`src/rtl/uart_tx_sequencer.sv`:
```
// UART transmit sequencer: frames one byte (start, 8 data LSB-first, parity/mark, stop),
// times each bit with a baud divider and shifts the frame out on tx.
module uart_tx_sequencer #(
  parameter int BAUD_DIV = 5208
) (
  input  logic       clk,
  input  logic       reset,
  input  logic       tx_start,
  input  logic [7:0] tx_data,
  input  logic       pen,
  input  logic       ohel,
  output logic       tx,
  output logic       tx_ready,
  output logic       tx_done,
  output logic       btu
);

  typedef enum logic {
    IDLE = 1'b0,
    SEND = 1'b1
  } state_e;

  localparam logic [15:0] BAUD_LAST = 16'(BAUD_DIV - 1);
  localparam logic [3:0]  BIT_LAST  = 4'd10;

  // Odd/even parity over the data byte, or a mark bit when parity is disabled.
  function automatic logic parity_bit(input logic [7:0] d, input logic en, input logic odd);
    parity_bit = en ? ((^d) ^ odd) : 1'b1;
  endfunction

  state_e      state_q, state_d;
  logic [10:0] sr_q, sr_d;
  logic [15:0] baud_q, baud_d;
  logic [3:0]  bit_q, bit_d;
  logic        ready_q, ready_d;
  logic        done_q, done_d;
  logic        btu_q, btu_d;
  logic        bit_tick_s;

  assign bit_tick_s = (state_q == SEND) && (baud_q == BAUD_LAST);

  // Next-state logic; the shift register idles at all ones so tx reads mark.
  always_comb begin
    state_d = state_q;
    sr_d    = sr_q;
    baud_d  = baud_q;
    bit_d   = bit_q;
    done_d  = 1'b0;
    btu_d   = bit_tick_s;
    case (state_q)
      IDLE: begin
        baud_d = 16'd0;
        bit_d  = 4'd0;
        if (tx_start) begin
          state_d = SEND;
          sr_d    = {1'b1, parity_bit(tx_data, pen, ohel), tx_data, 1'b0};
        end else begin
          state_d = IDLE;
          sr_d    = 11'h7FF;
        end
      end
      SEND: begin
        if (bit_tick_s) begin
          sr_d   = {1'b1, sr_q[10:1]};
          baud_d = 16'd0;
          if (bit_q == BIT_LAST) begin
            state_d = IDLE;
            bit_d   = 4'd0;
            done_d  = 1'b1;
          end else begin
            bit_d = bit_q + 4'd1;
          end
        end else begin
          baud_d = baud_q + 16'd1;
        end
      end
      default: begin
        state_d = IDLE;
        sr_d    = 11'h7FF;
        baud_d  = 16'd0;
        bit_d   = 4'd0;
      end
    endcase
    ready_d = (state_d == IDLE);
  end

  // State and output registers; reset aborts any frame and returns the line to mark.
  always_ff @(posedge clk or negedge reset) begin
    if (!reset) begin
      state_q <= IDLE;
      sr_q    <= 11'h7FF;
      baud_q  <= 16'd0;
      bit_q   <= 4'd0;
      ready_q <= 1'b1;
      done_q  <= 1'b0;
      btu_q   <= 1'b0;
    end else begin
      state_q <= state_d;
      sr_q    <= sr_d;
      baud_q  <= baud_d;
      bit_q   <= bit_d;
      ready_q <= ready_d;
      done_q  <= done_d;
      btu_q   <= btu_d;
    end
  end

  assign tx       = sr_q[0];
  assign tx_ready = ready_q;
  assign tx_done  = done_q;
  assign btu      = btu_q;

endmodule

```
`config.mk`:
```
export PLATFORM = sky130hd
export DESIGN_NAME = uart_tx_sequencer
export DESIGN_NICKNAME = d
export VERILOG_FILES = /design/src/rtl/uart_tx_sequencer.sv
export SDC_FILE = /design/constraint.sdc
export NUM_CORES = 1
export LEC_CHECK = 0
export BUFFER_PORTS_ARGS = -buffer_cell sky130_fd_sc_hd__buf_2
export CAP_MARGIN = 20
export CORE_ASPECT_RATIO = 0.6
export CORE_MARGIN = 8
export CORE_UTILIZATION = 50
export CTS_CLUSTER_DIAMETER = 80
export DETAILED_ROUTE_END_ITERATION = 7
export PLACE_DENSITY = 0.69
export SYNTH_ARGS = -nofsm -noshare
export SYNTH_HDL_FRONTEND = slang
export SYNTH_SLANG_ARGS = --single-unit
```
`constraint.sdc`:
```
create_clock -name clk -period 2.07 [get_ports clk]
set_input_delay 0.3105 -clock clk [delete_from_list [all_inputs] [get_ports clk]]
set_output_delay 0.3105 -clock clk [all_outputs]
set_load 0.005 [all_outputs]
```
# Word-level counts from Yosys, hierarchy flattened

Cells that the tools add are included.

Bits in latches: 0
Output and inout bits: 4
Memories: 0
Bits in registers: 35
ROM bits: 0
Word-level logic and storage cells: 33
Bits in writable memories: 0
Input bits: 13

Reductions and logical operators: 2
Multiply operators: 0
$add $sub $neg: 2
Divide/modulo/power cells: 0
Equal/unequal tests: 3
Shifts and indexed selects: 0
Order comparisons: 0
Mux-type cells: 16
Bitwise gates (word level): 3

Operators with widths:

| kind                  | count |
|---|---|
| $pmux 16 s2           | 1 |
| $pmux 11 s2           | 1 |
| $add 16x1->16 const B | 1 |
| $eq 16x13->1 const B  | 1 |
| $mux 16               | 1 |
| $mux 11               | 1 |
| $mux 10               | 1 |
| $mux 4                | 2 |
| $pmux 4 s2            | 1 |
| $reduce_xor 8->1      | 1 |
| $mux 1                | 7 |
| $add 4x1->4 const B   | 1 |
| $eq 4x4->1 const B    | 1 |
| $ne 2x1->1 const B    | 1 |
| $not 1->1             | 2 |
| $pmux 1 s2            | 1 |
| $logic_and 1x1->1     | 1 |
| $xor 1x1->1           | 1 |

# Longest topological paths before layout

Gate-level depths: netlist of the first run.

Depth in word-level cells: 5
Gate-level depth with buffers: 7
Gate-level depth less buffers: 6

# Worst setup path before layout of the first run

OpenSTA, ideal clock, no wires.

Path type: flip-flop to flip-flop
From: register baud_q[0]
To: register sr_q[2]
Data required time: 1.977 ns
Setup time: 0.093 ns
Period minus slack after synthesis: 1.592 ns
Setup slack: 0.478 ns
Arrival: 1.499 ns
Stages on the path, launching flop included: 8
Buffers on the path: 2
Cells stage by stage: dfrtp_1 > ha_1 > and3_1 > nand4_1 > buf_4 > buf_4 > mux2i_1 > a21oi_1

Cells in the longest elaborated chain, start to end: 3

Ends and longest elaborated chain:

| item                        | line | source |
|---|---|---|
| start: declaration          | 33   | `logic [15:0] baud_q, baud_d;` |
| start signal: assignment    | 100  | `baud_q <= baud_d;` |
| $eq 16x13->1                | 40   | `assign bit_tick_s = (state_q == SEND) && (baud_q == BAUD_LAST);` |
| $logic_and 1x1->1           | 40   |  |
| $ne 2x1->1 (no source line) | --   |  |
| end signal: assignment      | 99   | `sr_q <= sr_d;` |
| end: declaration            | 32   | `logic [10:0] sr_q, sr_d;` |

No other way between the ends.
A chain may end at the register's enable or synchronous reset.

# Worst setup path in the final report of the first run

From: register baud_q[0]
To: register bit_q[3]

Cells in the longest elaborated chain, start to end: 3

Ends and longest elaborated chain:

| item                        | line | source |
|---|---|---|
| $eq 16x13->1                | 40   |  |
| $logic_and 1x1->1           | 40   |  |
| $ne 2x1->1 (no source line) | --   |  |
| end signal: assignment      | 101  | `bit_q <= bit_d;` |
| end: declaration            | 34   | `logic [3:0] bit_q, bit_d;` |

No other way between the ends.

==> impl_metrics.toml, run 1 <==
[pwr]
pwr-share-clk_pct = 33.8
p_leak_uw = 0.000903
p_sw_share_pct = 25.5
ir_drop_v = 0.000637
switching_power_uw = 445
cellPowerDensity_nw_per_um2 = 887
p_int_uw = 1300
p_comb_share_pct = 16.5
seqPwrFrac_pct = 49.8

[grt]
grt_pass1_wl_um = 5780
grt_max_degree = 35
antenna_found_initial = 0
gr-total-overflow = 0
grt_pass1_vias = 1229
track_usage_pct = 13.3

[timing]
setup_viol = 0
tightest_slew_ns = 0.721
fmax_mhz = 522
clock_skew_ns = 0.00611
layout_min_cycle_time_ns = 1.91
relSlewSlack_pct = 51.9
hold_violations = 0
drv_slew = 0
fin_setup_tns_ns = 0
rsz0062_at_grt = "false"
post-route-period-util_pct = 92.5

[drt]
initialDrtViolationCount = 70
detail_route.first_pass.iterations = 4
vias = 1223
routedWlPerCell_um = 14.0
viasPerCell = 5.20
drt-total-wl_um = 3290
drc_errors = 0
antenna_left = 0

[worst_hold_path]
hold_path_class = "in -> async"

[floorplanning]
start_util_pct = 52.5
dieArea_um2 = 5610
die_h_um = 61.3
die_w_um = 91.5
io_pins = 17
core_um2 = 3260
num_rows = 16

[critical_path]
critPathLaunchType = "flip-flop"
r2r_slack_ns = 0.16
r2r-end = "bit_q[3]$_DFFE_PN0P_"
path_class = "reg -> reg"
worst-path-max-fanout = 7
end_kind = "flip-flop"
r2r_cells = 5
crit_required_ns = 2.26
arrival_ns = 2.11
reg2reg_from = "baud_q[0]$_DFF_PN0_"

[clock_network]
cts_post_setup_buffers_inserted = 0
root_buffer = "clkbuf_8"
path_clk_slew_ns = 0.07
cts_resized = 0
cts_buffers = 5
htreeDepth = 2
cts_hold_buf = 0
clock_latency_ns = 0.28
clock_sinks = 34
clockBufferDepth = 2
cts_tree = "yes"

[job]
cap_violations = 0

[synth]
yosysSeqAreaShare_pct = 50.5
async_flop_share_pct = 100
syn_area_um2 = 1710
ys.flop_type = "dfrtp_1"
synth.net_count = 182
yosysUniqueCellTypes = 32
synth_warnings = 0
netlist_instances = 166
synth_edf_count = 0
synth_seq_cells = 34
synth_area_per_cell_um2 = 10.3

[placed_design]
io_buffers = 16
place_inst = 227
dpl.hpwl_um = 2460
place_congestion = 0.819

[final_layout]
diodes = 0
layout_common_cells = "nor2_1 (27), dfrtp_1 (23), buf_2 (16)"
area_delta_synth_final_pct = 14.9
final_common_cell = "nor2_1"
drive_gt1_share_pct = 22.1
final_nets = 205
final_cells = 235

[run_status]
status = "finished clean"
## critical path, cell delays in order (launching register included)
cell and delay [ns]:
dfrtp_1 0.37, ha_1 0.25, and3_1 0.20, nand4_1 0.23
or4b_1 0.58, a31oi_1 0.21
## cells by family after synthesis
logic type	after synthesis	synth area share (%)
AO/OA/AOI/OAI	18	5.70
XOR/XNOR	21	11.5
adder cells (fa/ha/maj)	3	2.19
buffers and inverters	10	2.78
flip-flops	34	50.5
multiplexers	9	5.26
AND/OR/NAND/NOR	71	22.0
## synthesized netlist by cell type, drive strengths merged (2+ instances only)
| cell | instances | area (µm²) |
|---|---|---|
| a21oi | 13 | 65.1 |
| and3 | 3 | 18.8 |
| buf | 3 | 20.0 |
| clkbuf | 3 | 12.5 |
| dfrtp | 23 | 576 |
| dfstp | 11 | 289 |
| ha | 3 | 37.5 |
| inv | 4 | 15.0 |
| mux2i | 9 | 90.1 |
| nand2 | 10 | 37.5 |
| nand3 | 9 | 45.0 |
| nand4 | 4 | 25.0 |
| nor2 | 27 | 101 |
| nor3 | 3 | 15.0 |
| nor3b | 2 | 15.0 |
| nor4 | 5 | 37.5 |
| o21ai | 2 | 10.0 |
| or3 | 2 | 12.5 |
| or4b | 2 | 20.0 |
| xnor2 | 15 | 131 |
| xor2 | 5 | 43.8 |
## stage by stage
| stage | setup slack (ns) | hold WS, ns | cell area (µm²) | power (µW) | utilization (%) |
|---|---|---|---|---|---|
| 6_report | 0.156 | 0.0854 | 1970 | 1740 | 60.3 |
| 5_1_grt | 0.0556 | 0.146 | 1970 | 1850 | 60.3 |
| 4_1_cts | 0.139 | 0.112 | 1970 | 1760 | 60.3 |
| 3_5_place_dp | 0.158 | 0.416 | 1860 | 1170 | 57.0 |
| 3_3_place_gp | 0.289 | 0.396 | 1860 | 1150 | 57.0 |
| 2_1_floorplan | 0.478 | 0.0149 | 1710 | 1070 | - |
## worst max path at each step
| stage | from | to | slack, ns | cells after the start |
|---|---|---|---|---|
| 6_report | baud_q[0]$_DFF_PN0_ | bit_q[3]$_DFFE_PN0P_ | 0.16 | 5 |
| 5_1_grt | baud_q[0]$_DFF_PN0_ | bit_q[3]$_DFFE_PN0P_ | 0.06 | 5 |
| 4_1_cts | baud_q[0]$_DFF_PN0_ | bit_q[3]$_DFFE_PN0P_ | 0.14 | 5 |
| 3_5_place_dp | baud_q[0]$_DFF_PN0_ | bit_q[3]$_DFFE_PN0P_ | 0.16 | 5 |
| 3_3_place_gp | baud_q[0]$_DFF_PN0_ | bit_q[3]$_DFFE_PN0P_ | 0.29 | 5 |
| 2_1_floorplan | baud_q[0]$_DFF_PN0_ | sr_q[2]$_DFFE_PN1P_ | 0.48 | 7 |
## per-layer routing
layer | share of wire [%] | up-vias | track usage, %
met5 | 0 | - | 0
met4 | 0.88 | 0 | 6.00
met3 | 4.0 | 4 | 4.26
met2 | 45 | 20 | 20.4
met1 | 51 | 584 | 16.9
li1 | - | 615 | -
## state kept, by name, indices dropped and copies added (netlist names)
name and cells:
baud_q 16, sr_q 10, bit_q 4, btu 1, state_q 1, tx_done 1
tx_ready 1
## power groups by stage
stage | Combinational, µW | Sequential (µW) | Clock, µW
after floorplan | 211 | 859 | 0
after global routing | 327 | 883 | 637
final | 287 | 869 | 589
after global placement | 282 | 873 | 0
after CTS | 292 | 868 | 603
after detailed placement | 292 | 880 | 0
## final cells by class
cell class | instances | area, µm²
inverters | 4 | 15.0
clock buffers | 7 | 76.3
multi-input cells | 122 | 800
clock inverters | 1 | 30.0
well taps | 45 | 56.3
flip-flops and latches | 34 | 865
fillers | 282 | 1300
repair buffers | 22 | 125
Power figures use the tool's default switching activity.
==> run 2, diff against run 1 <==
- CORE_MARGIN: 8 -> 2
==> run 2 against run 1 <==
Compared with the run above: critical endpoint unchanged; sequential power about the same; clock skew up 0.0024 ns; combinational power is 5% higher; worst setup slack worse by 0.033 ns; utilization grew 0.23 points; non-clock buffer count increased by 3; total power shrank 4.5%; critical path depth is 1 lower; cell count grew 1.3%.
==> impl_metrics.toml, run 2 (same netlist as run 1, synthesis figures left out) <==
[run_status]
status = "finished clean"

[final_layout]
n_fill_cell = 274
final_nets = 208
top_regs = "baud_q x16, sr_q x10, bit_q x4"
drive_gt1_share_pct = 23.8
diodes = 0
area_delta_synth_final_pct = 15.4
final_common_cell = "nor2_1"
seqCellArea_um2 = 865
largest_register_ffs = 16
layout_common_cells = "nor2_1 (27), dfrtp_1 (23), buf_2 (16)"
top_register = "baud_q"
multi_input_area_um2 = 800

[grt]
grtUsageMet3_pct = 5.56
gr-usage-met2_pct = 30.1
grt_pass1_vias = 1306
track_usage_pct = 19.3
gr-total-overflow = 0
antenna_found_initial = 0
grt_pass1_wl_um = 5800
met1_usage_pct = 25.6
grt_max_degree = 35
grt.busiest_layer = "met2"

[drt]
drt-total-wl_um = 3270
drc_errors = 0
viasPerCell = 5.26
antenna_left = 0
initialDrtViolationCount = 71
routedWlPerCell_um = 13.7
detail_route.first_pass.iterations = 4
vias = 1252

[job]
cap_violations = 0

[critical_path]
worst-path-max-fanout = 8
end_kind = "flip-flop"
crit_required_ns = 2.26
critPathBufInv = 0
path_class = "reg -> reg"
critPathLaunchType = "flip-flop"
crit_family = "simple AND/OR/NAND/NOR gates"
crit_path_top_delay_cell = "or4b_1"
cp_cell_sequence = "nor4b_4 > nand4_1 > or4b_1 > a31oi_1"
arrival_ns = 2.14
slowest_delay_ns = 0.61

[timing]
layout_min_cycle_time_ns = 1.95
finalWorstSetupSlack_ns = 0.123
setup_viol = 0
hold_violations = 0
tightest_slew_ns = 0.737
drv_slew = 0
fmax_mhz = 514
relSlewSlack_pct = 50.9
clock_skew_ns = 0.00853
fin_setup_tns_ns = 0
rsz0062_at_grt = "false"
post-route-period-util_pct = 94.1

[floorplanning]
io_pins = 17
num_rows = 16
die_w_um = 79.5
dieArea_um2 = 3920
start_util_pct = 52.5
die_h_um = 49.3
core_um2 = 3260

[clock_network]
cts_tree = "yes"
path_clk_slew_ns = 0.07
root_buffer = "clkbuf_8"
cts_buffers = 5
clock_latency_ns = 0.28
cts_resized = 0
cts_post_setup_buffers_inserted = 0
htreeDepth = 2
clock_sinks = 34
cts_hold_buf = 0
clockBufferDepth = 2

[pwr]
p_sw_share_pct = 27.0
seqPwrFrac_pct = 52.2
cellPowerDensity_nw_per_um2 = 844
p_leak_uw = 0.000917
ir_drop_v = 0.000699
p_comb_share_pct = 18.1
p_int_uw = 1220
switching_power_uw = 450
pwr-share-clk_pct = 29.6

[placed_design]
dpl.hpwl_um = 2420
io_buffers = 16
place_congestion = 0.838
post-place-ws_ns = 0.0998

[worst_hold_path]
hold_path_class = "in -> async"
## run 2: cell count changes in the layout (fill, tap and decap cells not counted)
cell	delta
buf_4	+3
bufinv_16	-1
clkbuf_1	-1
clkbuf_8	+1
clkinv_2	+1
## run 2: final timing paths
check | from | endpoint | slack, ns | cells after the start
worst min-delay path | reset | baud_q[0]$_DFF_PN0_ | 0.09 | 1
max in group asynchronous | reset | btu$_DFF_PN0_ | 1.51 | 1
worst max-delay path | baud_q[13]$_DFF_PN0_ | bit_q[3]$_DFFE_PN0P_ | 0.12 | 4
worst min register to register | baud_q[0]$_DFF_PN0_ | baud_q[0]$_DFF_PN0_ | 0.48 | 1
min in group clk | tx_data[3] | sr_q[4]$_DFFE_PN1P_ | 0.28 | 3
worst max register to register | baud_q[13]$_DFF_PN0_ | bit_q[3]$_DFFE_PN0P_ | 0.12 | 4
## run 2: per-layer routing
| layer | wire length, µm | up-vias |
|---|---|---|
| met2 | 1500 | 15 |
| li1 | - | 624 |
| met3 | 89 | 6 |
| met1 | 1630 | 607 |
| met4 | 46 | 0 |
| met5 | 0 | - |
## run 2: power groups by stage
stage / clock (µW) / combinational, µW / sequential (µW)
after floorplan: 0 / 211 / 859
after global placement: 0 / 295 / 875
after detailed placement: 0 / 302 / 882
after CTS: 506 / 305 / 871
after global routing: 539 / 343 / 883
final: 494 / 302 / 871
## run 2: area by class of cell
| type | instances | share of cell area, % |
|---|---|---|
| multi-input cells | 122 | 40.5 |
| well taps | 45 | 2.85 |
| flip-flops and latches | 34 | 43.8 |
| clock inverters | 1 | 0.253 |
| inverters | 4 | 0.760 |
| repair buffers | 25 | 7.48 |
| clock buffers | 7 | 4.37 |
## run 2: metrics by stage
stage / cell area [µm²] / hold slack (ns) / instances / utilization, % / total power [µW]
2_1_floorplan: 1710 / 0.0149 / 166 / - / 1070
3_3_place_gp: 1880 / 0.407 / 230 / 57.7 / 1170
3_5_place_dp: 1880 / 0.416 / 230 / 57.7 / 1180
4_1_cts: 1970 / 0.111 / 238 / 60.5 / 1680
5_1_grt: 1970 / 0.140 / 238 / 60.5 / 1760
6_report: 1970 / 0.0907 / 238 / 60.5 / 1670
## run 2: worst register-to-register path: cells and delay by family (launching register included)
| kind | cells | cell delay (ns) |
|---|---|---|
| flops | 1 | 0.44 |
| simple gates | 3 | 1.23 |
| compound gates | 1 | 0.20 |
